`config.mk`:
```
export PLATFORM = sky130hd
export DESIGN_NAME = mux8way_collector_flat
export DESIGN_NICKNAME = d
export VERILOG_FILES = /design/src/rtl/mux8way_collector_if.sv /design/src/rtl/mux8way_collector.sv /design/src/flat_wrapper.sv
export SDC_FILE = /design/constraint.sdc
export NUM_CORES = 1
export LEC_CHECK = 0
export CAP_MARGIN = 0
export CORE_ASPECT_RATIO = 0.75
export CORE_UTILIZATION = 46
export DETAILED_ROUTE_END_ITERATION = 16
export GPL_TIMING_DRIVEN = 0
export PLACE_DENSITY_LB_ADDON = 0.2
export REMOVE_ABC_BUFFERS = 1
export SKIP_LAST_GASP = 1
export SLEW_MARGIN = 20
export SYNTH_ARGS = -nofsm -noshare
export SYNTH_HDL_FRONTEND = slang
export SYNTH_SLANG_ARGS = --single-unit
```
`constraint.sdc`:
```
create_clock -name clk -period 11.3 [get_ports clk]
set_input_delay 3.39 -clock clk [delete_from_list [all_inputs] [get_ports clk]]
set_output_delay 3.39 -clock clk [all_outputs]
set_load 0.03 [all_outputs]
```
`src/rtl/mux8way_collector_if.sv`:
```
// rtl/mux8way_collector_if.sv - lane and output handshake bundle for the 8-way collector
//
// Purpose: groups the eight source lanes and the single collected output stream.
// Ports (signals):
//   in_valid  [7:0]        lane i has a word pending
//   in_data   [8*WIDTH-1:0] lane i word at bits [i*WIDTH +: WIDTH]
//   in_ready  [7:0]        lane i word accepted this cycle (at most one bit set)
//   out_valid              out_data/out_sel hold a word
//   out_data  [WIDTH-1:0]  collected word
//   out_sel   [2:0]        source lane of out_data
//   out_ready              downstream accepts the word this cycle
// Modports: master = sources plus sink (testbench side), slave = collector.
interface mux8way_collector_if #(
    parameter int WIDTH = 16
);
    logic [7:0]         in_valid;
    logic [8*WIDTH-1:0] in_data;
    logic [7:0]         in_ready;
    logic               out_valid;
    logic [WIDTH-1:0]   out_data;
    logic [2:0]         out_sel;
    logic               out_ready;

    modport master (
        output in_valid, in_data, out_ready,
        input  in_ready, out_valid, out_data, out_sel
    );

    modport slave (
        input  in_valid, in_data, out_ready,
        output in_ready, out_valid, out_data, out_sel
    );
endinterface

```
`src/rtl/mux8way_collector.sv`:
```
// rtl/mux8way_collector.sv - round-robin collector of 8 valid/ready lanes into one tagged stream
//
// Purpose: picks one pending lane per cycle in fair round-robin order and loads its
// word, tagged with the lane index, into a one-entry output register.
// Ports:
//   clk    system clock, rising edge
//   rst_n  asynchronous active-low reset
//   bus    mux8way_collector_if.slave (lane inputs, in_ready, out_* stream)
module mux8way_collector #(
    parameter int WIDTH = 16
) (
    input  logic                clk,
    input  logic                rst_n,
    mux8way_collector_if.slave  bus
);

    typedef enum logic {
        EMPTY = 1'b0,
        FULL  = 1'b1
    } state_t;

    state_t           state_q;
    state_t           state_d;
    logic [2:0]       ptr_q;
    logic [WIDTH-1:0] data_q;
    logic [2:0]       sel_q;

    logic [WIDTH-1:0] lane_words [8];
    logic [2:0]       grant;
    logic [2:0]       scan_idx;
    logic             found;
    logic             can_load;
    logic             load;

    // Unpack the flat lane bus so the granted word is a simple array read.
    always_comb begin
        for (int i = 0; i < 8; i++) begin
            lane_words[i] = bus.in_data[i*WIDTH +: WIDTH];
        end
    end

    // Round-robin scan starting at ptr; 3-bit addition wraps lane 7 back to lane 0.
    always_comb begin
        grant    = 3'd0;
        found    = 1'b0;
        scan_idx = 3'd0;
        for (int k = 0; k < 8; k++) begin
            scan_idx = ptr_q + 3'(k);
            if (!found && bus.in_valid[scan_idx]) begin
                found = 1'b1;
                grant = scan_idx;
            end
        end
    end

    // can_load is true while in reset (register EMPTY), so rst_n gates load to keep
    // in_ready low for the whole reset period.
    always_comb begin
        can_load    = (state_q == EMPTY) || bus.out_ready;
        load        = rst_n && can_load && found;
        bus.in_ready = load ? (8'b1 << grant) : 8'b0;
    end

    always_comb begin
        state_d = state_q;
        case (state_q)
            EMPTY: begin
                if (load) begin
                    state_d = FULL;
                end
            end
            FULL: begin
                // A consume with a same-cycle load keeps the register full.
                if (bus.out_ready && !load) begin
                    state_d = EMPTY;
                end
            end
            default: state_d = EMPTY;
        endcase
    end

    always_ff @(posedge clk or negedge rst_n) begin
        if (!rst_n) begin
            state_q <= EMPTY;
        end else begin
            state_q <= state_d;
        end
    end

    // Data and tag only change on a load, so a consumed word stays visible (with
    // out_valid low) until the next transfer.
    always_ff @(posedge clk or negedge rst_n) begin
        if (!rst_n) begin
            data_q <= '0;
            sel_q  <= 3'd0;
            ptr_q  <= 3'd0;
        end else if (load) begin
            data_q <= lane_words[grant];
            sel_q  <= grant;
            ptr_q  <= grant + 3'd1;
        end
    end

    assign bus.out_valid = (state_q == FULL);
    assign bus.out_data  = data_q;
    assign bus.out_sel   = sel_q;

endmodule

```
`src/flat_wrapper.sv`:
```
// flat-port wrapper written by rule: the top's interface ports become plain ports
module mux8way_collector_flat 
#(
    parameter int WIDTH = 16
)
  (clk, rst_n, bus_in_valid, bus_in_data, bus_out_ready, bus_in_ready, bus_out_valid, bus_out_data, bus_out_sel);
  mux8way_collector_if #(.WIDTH(WIDTH)) bus_i ();
  input  logic clk;
  input  logic rst_n;
  input wire logic [$bits(bus_i.in_valid)-1:0] bus_in_valid;
  input wire logic [$bits(bus_i.in_data)-1:0] bus_in_data;
  input wire logic [$bits(bus_i.out_ready)-1:0] bus_out_ready;
  output wire logic [$bits(bus_i.in_ready)-1:0] bus_in_ready;
  output wire logic [$bits(bus_i.out_valid)-1:0] bus_out_valid;
  output wire logic [$bits(bus_i.out_data)-1:0] bus_out_data;
  output wire logic [$bits(bus_i.out_sel)-1:0] bus_out_sel;
  assign bus_i.in_valid = bus_in_valid;
  assign bus_i.in_data = bus_in_data;
  assign bus_i.out_ready = bus_out_ready;
  assign bus_in_ready = bus_i.in_ready;
  assign bus_out_valid = bus_i.out_valid;
  assign bus_out_data = bus_i.out_data;
  assign bus_out_sel = bus_i.out_sel;
  mux8way_collector #(.WIDTH(WIDTH)) u_core (.clk(clk), .rst_n(rst_n), .bus(bus_i));
endmodule
```
==> out/summary.txt, run 1 <==
Sequential share of the synthesized area - 16.2%
Top FF cell, synth - dfrtp_1
Max-Slew Margin vs Limit - 30.0%
Max-cap violation count - 0
Peak supply drop - 195 uV
YS warnings - 0
Place WS - 0.0940 ns
Largest net degree at the start of global routing - 54
Startpoint Class - primary input
Antenna viol nets, final - 0
CP Data Required Time - 7.91 ns
Hpwl dp - 8510 um
Drt initial violations - 227
DIE HEIGHT - 78.1 um
Netlist cell types - 53
Antenna violations before repair - 0
Global-route wire length before repair - 17,300 um
Most common cell after layout, fill and taps aside - clkdlybuf4s50_1
Final hold viol count - 0
Most frequent cells in the layout - 165 x clkdlybuf4s50_1, 40 x mux2i_1, 33 x mux2_2, 33 x nand3_1, 32 x nand2_1
Fin crit period - 10.96 ns
CP Capture Type - primary output
Leakage - 2.03 nW
Worst-path clk slew - 0.09 ns
Ant. Diodes - 0
Crit-path max FO - 26
Critical path cell sequence - clkdlybuf4s50_1, mux2_2, mux4_2, o22ai_4, nand3_4, or4_4, nand3_4, inv_2, nand2_2, nor2_1, clkdlybuf4s50_1
Post-Syn Instances - 375
Worst Hold Launch - u_core.bus.out_data[4]$_DFFE_PN0P_
Core area - 0.00740 mm2
Share of layout cells above drive strength 1 - 20.9%
Number of flops mapped to enable cells by yosys - 0
Cell Rows - 27
RSZ-0062 raised after global routing - false
Setup Viol. Count Final - 0
Met3 global-route usage - 4.72%
Port bufs - 166
Highest-delay cell along the critical path - clkdlybuf4s50_1
DR WL/cell - 18.9 um
TritonCTS clock tree - built
Grt total ovfl - 0
Syn Area/Cell - 9.47 um2
Status - complete, no violations
Worst Tran Pin Value - 1.05 ns
Final WL - 11,500 um
Design area - 0.00521 mm2
Worst Path Buf+Inv - 3
Synthesized area - 0.00355 mm2
Crit. Startpoint - bus_in_valid[3]
Total GRT Usage - 27.4%
PD cells - 359 mW/mm2
Hold WC Path Type - reg -> reg
Clock Sinks - 23
GP Congestion - 0.841
Maximum clock rate - 0.0913 GHz
Clock Path Buffers - 2
Met2 Use GR - 49.4%
Critical path's top delay family - simple AND/OR/NAND/NOR gates
Crit path kind - in -> out
Dpl cell area - 0.00515 mm2
CTS Buf Count - 3
DIE WIDTH - 103 um
FFs w/ async S/R, synth - 100%
Layout area overhead - 46.7%
Pre-antenna DRT Iters - 5
Post-route DRC - 0
Starting density of the core - 48.0%
Via/cell ratio - 5.96
Root buf cell - clkbuf_8
IO Pins - 167
Top Usage Layer GRT - met2
Vias - 3,632
Vias in the first global route - 3,546
CP Data Arrival Time - 7.57 ns
Final worst-path cycle share - 96.9%
Register bit count reported by yosys - 23
Die footprint - 0.00808 mm2
Slew Viols, Final - 0
Final hold slack - 0.493 ns
Hold buffers post-CTS - 0
Clock H-tree levels - 1
Reg-to-Reg Start - u_core.ptr_q[0]$_DFFE_PN0P_
Worst Slack Setup Final - 0.345 ns
Net count, final - 651
Crit-path max cell delay - 0.63 ns
Clock skew - 0.00704 ns
Met1 Use GR - 33.7%
Worst-Skew Late Latency - 0.28 ns
## per-stage QoR
| step | power (W) | std cells | utilization, % | TNS (ns) |
|---|---|---|---|---|
| after floorplan | 0.00139 | 334 | - | -11.77 |
| after global placement | 0.00173 | 601 | 69.0 | -44.57 |
| after detailed placement | 0.00179 | 604 | 69.6 | 0 |
| after CTS | 0.00185 | 608 | 70.2 | 0 |
| after global routing | 0.00199 | 609 | 70.4 | 0 |
| final | 0.00187 | 609 | 70.4 | 0 |
## final cells by class
class                   instances  area, um2
multi-input cells             305       2740
clock buffers                   3       41.3
clock inverters                 1       5.00
flip-flops and latches         23        577
repair buffers                169       1690
inverters                       7       26.3
well taps                     101        126
fillers                       568       2190
## worst reg2reg max path, cell delays in order (launching register included)
cell	delay, ns
dfrtp_2	0.78
inv_1	0.45
ha_1	0.82
mux2_1	0.42
mux4_2	0.52
o22ai_4	0.29
nand3_4	0.15
nor3_4	0.75
nor2_4	0.39
mux2_4	0.41
o211ai_2	0.14
o211ai_1	0.10
## flip-flops by register name, summed over array words and instances (netlist names)
signal,cells
u_core.bus.out_valid,1
u_core.bus.out_sel,3
u_core.bus.out_data,16
u_core.ptr_q,3
## final timing paths
path / cells after the start / end / slack, ns
worst max-delay path: 11 / bus_in_ready[1] / 0.34
worst min-delay path: 2 / u_core.bus.out_data[4]$_DFFE_PN0P_ / 0.49
worst max register to register: 11 / u_core.bus.out_data[14]$_DFFE_PN0P_ / 5.95
worst min register to register: 2 / u_core.bus.out_data[4]$_DFFE_PN0P_ / 0.49
max in group asynchronous: 1 / u_core.ptr_q[0]$_DFFE_PN0P_ / 7.74
min in group asynchronous: 1 / u_core.bus.out_data[2]$_DFFE_PN0P_ / 3.12
## where the power goes
| part | leakage, nW | switching [W] | internal, W | total (W) |
|---|---|---|---|---|
| clock network | 0.0255 | 0.0000314 | 0.0000248 | 0.0000561 |
| logic | 1.72 | 0.000886 | 0.000743 | 0.00163 |
| registers | 0.280 | 0.0000617 | 0.000123 | 0.000185 |
## metal layers
metal	part of all wire (%)	up-vias	wire (um)
met2	51	177	5900
met1	39	1740	4530
li1	-	1691	-
met5	0	-	0
met4	2.1	0	245
met3	7.2	24	827
## cells in the mapped netlist, types with 2 or more instances
cell type | instances | area (um2)
a21oi_1 | 10 | 50.1
mux4_2 | 17 | 383
mux2_4 | 13 | 195
nand3_4 | 2 | 35.0
buf_1 | 4 | 15.0
o21ai_0 | 22 | 110
buf_4 | 6 | 45.0
buf_2 | 10 | 50.1
nor2b_1 | 4 | 25.0
a221o_1 | 2 | 20.0
o221ai_1 | 2 | 17.5
nor3_1 | 10 | 50.1
o211ai_2 | 18 | 225
clkbuf_1 | 14 | 52.6
inv_1 | 6 | 22.5
o211ai_1 | 15 | 113
ha_1 | 3 | 37.5
mux2_2 | 33 | 372
or2_2 | 2 | 12.5
a211oi_1 | 4 | 30.0
nand2_1 | 33 | 124
buf_6 | 6 | 67.6
nand3_1 | 33 | 165
dfrtp_1 | 23 | 576
and2_1 | 2 | 12.5
nand2b_1 | 2 | 12.5
nor2_1 | 12 | 45.0
mux2i_1 | 40 | 400
xnor2_1 | 3 | 26.3
## repair_timing
action                     in CTS  in global routing
gates resized for setup         0                  1
setup buffers                   0                  0
hold endpoints to repair        0                  0
setup endpoints to repair       0                  6
## cell families (layout without fill, tap and decap cells)
| logic type | Yosys count | in the layout | synth area share (%) |
|---|---|---|---|
| AOI/OAI and AO/OA | 86 | 86 | 20.1 |
| xor gates and xnor gates | 4 | 4 | 1.20 |
| and+or+nand+nor | 107 | 108 | 15.8 |
| muxes | 104 | 104 | 38.3 |
| DFF | 23 | 23 | 16.2 |
| adders and majority gates | 3 | 3 | 1.06 |
| buffers and inverters | 48 | 180 | 7.36 |
Note: power is estimated with default switching activity, not from simulation.
==> run 2: changes to the inputs <==
- CORE_MARGIN: not set -> 2
==> run 2 against run 1 <==
Clock-buffer cell count did not move. Via count fell by 2.3%. Clock power down 3%. Largest cell class unchanged. Largest power group unchanged.
==> out/summary.txt, run 2 (synthesized netlist as in run 1, its figures left out) <==
DIE HEIGHT - 80.1 um (+2.6%)
CTS Buf Count - 3 (unchanged)
Global-route wire length before repair - 17,800 um (+3.0%)
FF-to-FF setup slack - 5.88 ns (-0.07 ns)
Status - complete, no violations
Layout Cells excl Fill - 609 (unchanged)
Share of layout cells above drive strength 1 - 20.9% (unchanged)
Final WL - 11,300 um (-1.6%)
Reg-to-Reg Start - u_core.ptr_q[1]$_DFFE_PN0P_
Leakage - 2.03 nW (+0.25%)
FF-to-FF path depth - 10 (-1)
Place WS - 0.0196 ns (-0.0744 ns)
Total GRT Usage - 26.0% (-1.4 points)
Largest register FFs - 16 (unchanged)
Post-route DRC - 0 (unchanged)
Power after layout - 0.00186 W (-0.76%)
Maximum clock rate - 0.0900 GHz (-1.4%)
Slew Viols, Final - 0 (unchanged)
Final worst-path cycle share - 98.3% (+1.4 points)
Root buf cell - clkbuf_8
Clock Path Buffers - 2 (unchanged)
Crit path kind - in -> out
GP Congestion - 0.880 (+4.6%)
Placed cells - 605 (+0.17%)
R2r endpoint - u_core.bus.out_data[7]$_DFFE_PN0P_
Worst Slack Setup Final - 0.192 ns (-0.153 ns)
Critical path endpoint - bus_in_ready[4]
Layout area overhead - 46.9%
Clock skew - 0.00198 ns (-0.00506 ns)
Crit-path max FO - 53 (+100%)
Die footprint - 0.00845 mm2 (+4.5%)
Port bufs - 166 (unchanged)
Worst-Skew Late Latency - 0.27 ns (about the same)
Max-Slew Margin vs Limit - 26.9% (-3.1 points)
Hold WC Path Type - reg -> reg
CP Capture Type - primary output
TritonCTS clock tree - built
CP Data Required Time - 7.91 ns (about the same)
DR WL/cell - 18.6 um (-1.6%)
Fillers - 598 (+5.3%)
Most frequent cells in the layout - 165 x clkdlybuf4s50_1, 40 x mux2i_1, 33 x mux2_2, 33 x nand3_1, 32 x nand2_1
Dpl cell area - 0.00517 mm2 (+0.36%)
Max-cap violation count - 0 (unchanged)
PD cells - 356 mW/mm2 (-0.90%)
IO Pins - 167 (unchanged)
Worst Tran Pin Value - 1.10 ns (+0.0483 ns)
Pre-antenna DRT Iters - 4 (-1)
Starting density of the core - 48.0% (unchanged)
Clock H-tree levels - 1 (unchanged)
Via/cell ratio - 5.83 (-2.3%)
Cell Rows - 27 (unchanged)
Core area - 0.00740 mm2 (unchanged)
PostCTS Resize Cnt - 0 (unchanged)
Setup Viol. Count Final - 0 (unchanged)
Design area - 0.00522 mm2 (+0.14%)
DIE WIDTH - 105 um (+1.9%)
Ant. Diodes - 0 (unchanged)
Net count, final - 651 (unchanged)
Peak supply drop - 238 uV (+22%)
Worst-path clk slew - 0.09 ns (about the same)
CP Data Arrival Time - 7.72 ns (+0.15 ns)
RSZ-0062 raised after global routing - false
Vias - 3,549 (-2.3%)
Fin crit period - 11.11 ns (+0.153 ns)
Crit. Startpoint - bus_in_valid[0]
# Post-CTS Setup Buffers - 0 (unchanged)
Startpoint Class - primary input
Grt total ovfl - 0 (unchanged)
Antenna violations before repair - 0 (unchanged)
Hpwl dp - 8690 um (+2.2%)
Most common cell after layout, fill and taps aside - clkdlybuf4s50_1
Final hold viol count - 0 (unchanged)
Antenna viol nets, final - 0 (unchanged)
Clock Sinks - 23 (unchanged)
Vias in the first global route - 3,536 (-0.28%)
Drt initial violations - 248 (+9.3%)
Hold buffers post-CTS - 0 (unchanged)
Largest net degree at the start of global routing - 54 (unchanged)
## run 2: cell types whose count changed in the layout (fill, tap and decap cells not counted)
cell | before | now
buf_6 | 2 | 1
nor2_4 | 2 | 1
buf_8 | 1 | 3
## run 2: power breakdown
group | internal [W] | switching, W
registers | 0.000123 | 0.0000634
logic | 0.000762 | 0.000854
clock network | 0.0000247 | 0.0000295
## run 2: worst max-delay path, cell delays in order
cell	delay [ns]
clkdlybuf4s50_1	0.63
mux4_2	0.56
mux2_2	0.32
nor2b_1	0.16
a311oi_4	0.37
a22oi_4	0.24
nor2_8	0.87
nand2_1	0.19
nor3_1	0.20
clkdlybuf4s50_1	0.74
## run 2: layout make-up
cell class | count | area [um2] | share of cell area [%]
Multi-Input combinational cell | 304 | 2730 | 52.3
Timing Repair Buffer | 170 | 1710 | 32.8
Sequential cell | 23 | 577 | 11.1
Tap cell | 101 | 126 | 2.42
Clock buffer | 3 | 41.3 | 0.791
Inverter | 7 | 26.3 | 0.504
Clock inverter | 1 | 5.00 | 0.0959
## run 2: how the worst min path moves through the flow
stage | depth (start not counted) | start | slack (ns) | endpoint
after floorplan | 2 | u_core.bus.out_sel[1]$_DFFE_PN0P_ | 0.65 | u_core.bus.out_sel[1]$_DFFE_PN0P_
after global placement | 1 | u_core.bus.out_sel[2]$_DFFE_PN0P_ | 0.46 | u_core.bus.out_sel[2]$_DFFE_PN0P_
after detailed placement | 2 | u_core.bus.out_data[4]$_DFFE_PN0P_ | 0.48 | u_core.bus.out_data[4]$_DFFE_PN0P_
after CTS | 2 | u_core.bus.out_data[4]$_DFFE_PN0P_ | 0.50 | u_core.bus.out_data[4]$_DFFE_PN0P_
after global routing | 2 | u_core.bus.out_data[4]$_DFFE_PN0P_ | 0.51 | u_core.bus.out_data[4]$_DFFE_PN0P_
final | 2 | u_core.bus.out_data[4]$_DFFE_PN0P_ | 0.50 | u_core.bus.out_data[4]$_DFFE_PN0P_
## run 2: per-stage QoR
stage / TNS (ns) / utilization (%) / hold slack (ns)
final: 0 / 70.5 / 0.500
after global routing: 0 / 70.5 / 0.507
after CTS: 0 / 70.5 / 0.500
after detailed placement: 0 / 69.8 / 0.479
after global placement: -48.33 / 69.0 / 0.462
after floorplan: -11.77 / - / 0.654
## run 2: routing by layer
metal	share of wire [%]	GRT usage [%]	vias to the layer above
li1	-	-	1698
met1	41	33.2	1684
met2	50	45.8	155
met3	7.9	5.19	12
met4	1.7	5.73	0
met5	0	0	-
